## src/rtl/cpu_pkg.sv

```systemverilog
// cpu_pkg: shared fetch-side constants and types.
// Imported by ifetch_buf and ifetch_unit.
package cpu_pkg;

   localparam logic [31:0] RESET_PC = 32'h0000_3000;

   localparam int BUF_DEPTH = 2;
   localparam int BUF_AW    = $clog2(BUF_DEPTH);
   localparam int BUF_CW    = $clog2(BUF_DEPTH + 1);

   typedef logic [BUF_CW-1:0] buf_cnt_t;

   typedef enum logic [1:0] {
      IF_IDLE,
      IF_REQ,
      IF_ADV,
      IF_DROP
   } ifetch_state_e;

   typedef struct packed {
      logic [31:0] pc;
      logic [31:0] insn;
   } fetch_ent_t;

endpackage

```

## src/rtl/ifetch_buf.sv

```systemverilog
// ifetch_buf: small FIFO of fetched {pc, insn} pairs.
// Head is combinational; clear wins over push and pop.
module ifetch_buf
   import cpu_pkg::*;
(
   input  logic       clk,
   input  logic       rst,
   input  logic       push,
   input  fetch_ent_t push_ent,
   input  logic       pop,
   input  logic       clear,
   output buf_cnt_t   count,
   output fetch_ent_t head
);

   fetch_ent_t        mem_q [BUF_DEPTH];
   fetch_ent_t        mem_d [BUF_DEPTH];
   logic [BUF_AW-1:0] wr_q, wr_d;
   logic [BUF_AW-1:0] rd_q, rd_d;
   buf_cnt_t          cnt_q, cnt_d;
   logic              do_pop;

   always_comb begin
      mem_d  = mem_q;
      wr_d   = wr_q;
      rd_d   = rd_q;
      cnt_d  = cnt_q;
      do_pop = pop && (cnt_q != '0);
      if (clear) begin
         wr_d  = '0;
         rd_d  = '0;
         cnt_d = '0;
      end else begin
         if (push) begin
            mem_d[wr_q] = push_ent;
            wr_d        = wr_q + BUF_AW'(1);
         end
         if (do_pop) begin
            rd_d = rd_q + BUF_AW'(1);
         end
         cnt_d = cnt_q + buf_cnt_t'(push) - buf_cnt_t'(do_pop);
      end
   end

   always_ff @(posedge clk or negedge rst) begin
      if (!rst) begin
         for (int i = 0; i < BUF_DEPTH; i++) begin
            mem_q[i] <= '0;
         end
         wr_q  <= '0;
         rd_q  <= '0;
         cnt_q <= '0;
      end else begin
         mem_q <= mem_d;
         wr_q  <= wr_d;
         rd_q  <= rd_d;
         cnt_q <= cnt_d;
      end
   end

   assign count = cnt_q;
   assign head  = mem_q[rd_q];

endmodule

```

## src/rtl/ifetch_unit.sv

```systemverilog
// ifetch_unit: one-request-at-a-time fetch FSM feeding a 2-deep buffer.
// Define IFETCH_ALIGN_CHECK_EN to add the sticky fetch_err alignment check.
module ifetch_unit
   import cpu_pkg::*;
(
   input  logic        clk,
   input  logic        rst,
   input  logic [31:0] PC,
   output logic        PCWriteEn,
   input  logic        flush,
   output logic        imem_req,
   output logic [31:0] imem_addr,
   input  logic        imem_ack,
   input  logic [31:0] imem_rdata,
   output logic        ir_valid,
   output logic [31:0] ir,
   output logic [31:0] ir_pc,
   input  logic        ir_ready
`ifdef IFETCH_ALIGN_CHECK_EN
   ,
   output logic        fetch_err
`endif
);

   ifetch_state_e state_q, state_d;
   logic          req_q, req_d;
   logic [31:0]   addr_q, addr_d;
   logic          push;
   logic          start;
   logic          room;
   logic          pop;
   buf_cnt_t      buf_cnt;
   fetch_ent_t    head;

   // Nothing is outstanding in IDLE, so room depends on the buffer alone.
   assign room = buf_cnt < buf_cnt_t'(BUF_DEPTH);

`ifdef IFETCH_ALIGN_CHECK_EN
   logic err_q, err_d;
`else
   logic unused_pc_lo;
   assign unused_pc_lo = ^PC[1:0];
`endif

   always_comb begin
      state_d = state_q;
      req_d   = req_q;
      addr_d  = addr_q;
      push    = 1'b0;
      start   = !flush && room;
`ifdef IFETCH_ALIGN_CHECK_EN
      err_d = err_q;
      if (flush) begin
         err_d = 1'b0;
      end else if (state_q == IF_IDLE && PC[1:0] != 2'b00) begin
         err_d = 1'b1;
      end
      start = start && !err_q && (PC[1:0] == 2'b00);
`endif
      unique case (state_q)
         IF_IDLE: begin
            if (start) begin
               state_d = IF_REQ;
               req_d   = 1'b1;
               addr_d  = {PC[31:2], 2'b00};
            end
         end
         IF_REQ: begin
            if (imem_ack) begin
               req_d = 1'b0;
               if (flush) begin
                  state_d = IF_IDLE;
               end else begin
                  push    = 1'b1;
                  state_d = IF_ADV;
               end
            end else if (flush) begin
               state_d = IF_DROP;
            end
         end
         IF_ADV: begin
            state_d = IF_IDLE;
         end
         IF_DROP: begin
            if (imem_ack) begin
               req_d   = 1'b0;
               state_d = IF_IDLE;
            end
         end
         default: begin
            state_d = IF_IDLE;
         end
      endcase
   end

   always_ff @(posedge clk or negedge rst) begin
      if (!rst) begin
         state_q <= IF_IDLE;
         req_q   <= 1'b0;
         addr_q  <= RESET_PC;
      end else begin
         state_q <= state_d;
         req_q   <= req_d;
         addr_q  <= addr_d;
      end
   end

`ifdef IFETCH_ALIGN_CHECK_EN
   always_ff @(posedge clk or negedge rst) begin
      if (!rst) begin
         err_q <= 1'b0;
      end else begin
         err_q <= err_d;
      end
   end

   assign fetch_err = err_q;
`endif

   assign pop = ir_valid && ir_ready;

   ifetch_buf u_buf (
      .clk      (clk),
      .rst      (rst),
      .push     (push),
      .push_ent ('{pc: addr_q, insn: imem_rdata}),
      .pop      (pop),
      .clear    (flush),
      .count    (buf_cnt),
      .head     (head)
   );

   assign PCWriteEn = (state_q == IF_ADV) && !flush;
   assign imem_req  = req_q;
   assign imem_addr = addr_q;
   assign ir_valid  = buf_cnt != '0;
   assign ir        = head.insn;
   assign ir_pc     = head.pc;

endmodule

```

## config.mk

```make
export PLATFORM = sky130hd
export DESIGN_NAME = ifetch_unit
export DESIGN_NICKNAME = d
export VERILOG_FILES = /design/src/rtl/cpu_pkg.sv /design/src/rtl/ifetch_buf.sv /design/src/rtl/ifetch_unit.sv
export SDC_FILE = /design/constraint.sdc
export NUM_CORES = 1
export LEC_CHECK = 0
export ABC_AREA = 1
export CAP_MARGIN = 20
export CORE_ASPECT_RATIO = 1.2
export CORE_MARGIN = 5
export CORE_UTILIZATION = 41
export DETAILED_ROUTE_END_ITERATION = 7
export PLACE_DENSITY = 0.65
export SETUP_SLACK_MARGIN = 0.02
export SLEW_MARGIN = 10
export SYNTH_ARGS = -nofsm -noshare
export SYNTH_HDL_FRONTEND = slang
export SYNTH_HIERARCHICAL = 1
export SYNTH_SLANG_ARGS = --single-unit
```

## constraint.sdc

```tcl
create_clock -name clk -period 2.39 [get_ports clk]
set_clock_uncertainty 0.15 [all_clocks]
set_input_delay 0.239 -clock clk [delete_from_list [all_inputs] [get_ports clk]]
set_output_delay 0.239 -clock clk [all_outputs]
set_load 0.05 [all_outputs]
```

==> run_results.csv <==
group,metric,value,unit
outcome,outcome,"finished clean",
final_layout,n_fill_cell,1635,
detailed_routing,drc,0,
clocking,tritoncts,"built",
yosys,avgSynthCellArea,8.864,sq um
setup_path,rrSetupSlack,0.69,ns
setup_path,cp_max_fo,5,
placed_design,place.gp.congestion,0.7344,
setup_path,slowest_stage,"clkdlybuf4s50_1",
detailed_routing,routed_via_density,4.540,
hold_path,holdPathStages,3,
power_and_ir_drop,power.density,1343,nW/um^2
clocking,cts.clk_slew.worst_paths,0.07,ns
clocking,cts-hold-fix-buffers,1,
setup_path,crit_start,"u_buf/count[1]",
sta,fin_ws,0.1263,ns
setup_path,ff2ff_path_depth,8,
setup_path,r2r_start,"u_buf/count[1]",
final_layout,syn2layout_area_growth,39.80,%
sta,rsz0062_at_grt,"no",
final_layout,final_common_cell,"nand2_1",
final_layout,layout.nets,1090,
power_and_ir_drop,peakVddDrop,0.7924,mV
yosys,muxShareOfSynthArea,0,
clocking,numCtsBuffers,17,
hold_path,hp-start,"PC[12]",
setup_path,r2r_end,"u_buf/count[1]",
clocking,clk_latency,0.42,ns
sta,tns,0,ns
final_layout,instances_no_fill,1284,
sta,setup_viol,0,
yosys,synth_xor_area_frac,0,
clocking,cts_resized,0,
placed_design,port_buffers,163,
setup_path,crit_arrival,1.87,ns
yosys,yosysSeqAreaShare,0.5382,
final_layout,n_antenna_cell,0,
detailed_routing,drt-wirelength-per-cell,13.34,um
clocking,cts_num_sinks,165,
yosys,synth_cell_types,25,
sta,fin_crit,2.264,ns
clocking,post-cts-setup-buffers,0,
yosys,synth_top_family_by_area,"simple AND/OR/NAND/NOR gates",
placed_design,dp_cells,1251,
setup_path,crit_buf_inv,1,
clocking,cts_buffer_depth,2,
detailed_routing,ant_nets,0,
setup_path,crit_chain,"or2_2, clkdlybuf4s50_1",
clocking,htree_levels,4,
final_layout,multiInputGateArea,2846,sq um
grt,antenna_found_initial,0,
setup_path,cp_top_family,"buffers and inverters",
sta,hold_viol,0,
yosys,synth_compound_area_frac,0.1384,
sta,worstMarginPinSlew,0.6341,ns
floorplan,die-width,134.9,um
final_layout,final_cell_mix,"nand2_1, dfrtp_1, o21ai_2, clkdlybuf4s50_1, buf_12",
detailed_routing,first_iter_violations,244,
grt,grt_overflow,0,
yosys,synth_simple_gate_area_frac,0.2262,
grt,grt_max_degree,62,
grt,grt_pass1_vias,5599,
grt,grt_pass1_wl,28690,um
yosys,synth-adder-area-share,0.003260,
sta,drv_slew,0,
yosys,synth_area,7676,sq um
floorplan,die_h,159.9,um
yosys,yosys_register_bits,165,
detailed_routing,vias,5829,
detailed_routing,dr.pass1.iters,4,
clocking,cts-root-buf,"clkbuf_16",
setup_path,critPathCaptureType,"primary output",
placed_design,hpwl,11400,um
sta,max_slew_margin,0.5773,
grt,grt.total_usage,0.1657,
final_layout,layout-drive-gt1-share,0.2297,
setup_path,worstPathRequired,2.00,ns
floorplan,rows,54,
floorplan,start_util,0.4192,
sta,fmax,441.8,MHz
setup_path,cpPeakStageDelay,0.72,ns
yosys,yosys_warnings,6,
final_layout,seq_area,4133,sq um
job,cap_violations,0,
floorplan,core_area,18310,sq um
yosys,syn_inst,866,
sta,period_share,0.9471,
hold_path,min_delay_worst_endpoint,"imem_addr[12]",
placed_design,dpl_worst_slack,0.4527,ns
power_and_ir_drop,p_leak,5.373,nW
detailed_routing,finalWirelength,17130,um
power_and_ir_drop,p_total,14.41,mW
hold_path,hp-class,"in2reg",
setup_path,worstSetupPathType,"reg2out",
floorplan,ios,168,
setup_path,critPathLaunchType,"flip-flop",
floorplan,die-area,21570,sq um
-- stage by stage --
| step | hold WS [ns] | util | cell area (sq um) |
|---|---|---|---|
| 5_1_grt | 0.1845 | 0.5861 | 10730 |
| 6_report | 0.1887 | 0.5861 | 10730 |
| 4_1_cts | 0.1650 | 0.5861 | 10730 |
| 3_3_place_gp | 0.1202 | 0.5531 | 10130 |
| 2_1_floorplan | -0.2066 | - | 7687 |
| 3_5_place_dp | 0.1207 | 0.5531 | 10130 |
-- cell families (layout without fill, tap and decap cells) --
family | Yosys count | after routing
and+or+nand+nor | 442 | 442
DFF | 165 | 165
AOI/OAI and AO/OA | 130 | 130
buffers and inverters | 126 | 289
adders and majority gates | 2 | 2
other | 1 | 4
-- layer usage --
layer  up-vias  global-route usage  wire, um
met2       121              0.2685      8295
met1      2703              0.2154      7592
met4         0             0.04676       171
met3        11             0.05003      1074
met5         -                   0         0
li1       2994                   -         -
-- worst reg2reg max path, delay by kind of cell (launching register included) --
family | cells | cell delay [ns]
buffers and inverters | 2 | 0.09
adder cells (fa/ha/maj) | 2 | 0.45
flip-flops | 1 | 0.43
AO/OA/AOI/OAI | 2 | 0.34
AND/OR/NAND/NOR | 2 | 0.15
-- worst max-delay path by stage --
| stage | depth (start not counted) | end | slack, ns |
|---|---|---|---|
| 6_report | 2 | ir_valid | 0.13 |
| 5_1_grt | 2 | ir_valid | 0.06 |
| 4_1_cts | 2 | ir_valid | 0.09 |
| 3_5_place_dp | 8 | u_buf/mem_q[88] | 0.45 |
| 3_3_place_gp | 8 | u_buf/mem_q[91] | 0.48 |
| 2_1_floorplan | 1 | PCWriteEn | 0.42 |
-- registers in the layout, indices dropped and copies added (netlist names) --
name         count
u_buf/wr_q       1
u_buf/mem_q    128
imem_req         1
u_buf/rd_q       1
state_q          2
imem_addr       30
u_buf/count      2
-- report_power, final --
group / internal, mW / leakage [nW] / switching (mW)
Combinational: 3.05 / 2.93 / 4.40
Sequential: 3.69 / 2.16 / 0.533
Clock: 1.57 / 0.288 / 1.18
Total: 8.30 / 5.37 / 6.11
-- cell type report --
type	instances	share of cell area
inverter	73	0.02553
multi-input combinational	578	0.2652
clock inverter	15	0.01574
clock buffer	17	0.03964
sequential	165	0.3851
tap	252	0.02938
timing repair buffer	184	0.2394
-- Yosys cell counts --
master / instances / share of area
inv_2: 1 / 0.00049
buf_2: 18 / 0.012
or2_2: 1 / 0.00082
o21ai_1: 10 / 0.0065
nand2_1: 396 / 0.19
nand3b_4: 1 / 0.0026
a21oi_1: 1 / 0.00065
nand4_1: 1 / 0.00082
nor2_2: 2 / 0.0016
nor2_1: 6 / 0.0029
nor3_1: 1 / 0.00065
ha_1: 2 / 0.0033
buf_6: 27 / 0.040
inv_1: 72 / 0.035
buf_4: 5 / 0.0049
nor3b_1: 1 / 0.00098
o21a_1: 1 / 0.00098
dfrtp_1: 163 / 0.53
nand3_1: 32 / 0.021
o21ai_0: 9 / 0.0059
dfstp_2: 2 / 0.0068
nand3_2: 1 / 0.0013
conb_1: 1 / 0.00049
clkbuf_1: 3 / 0.0015
o21ai_2: 109 / 0.12
Power figures use the tool's default switching activity.
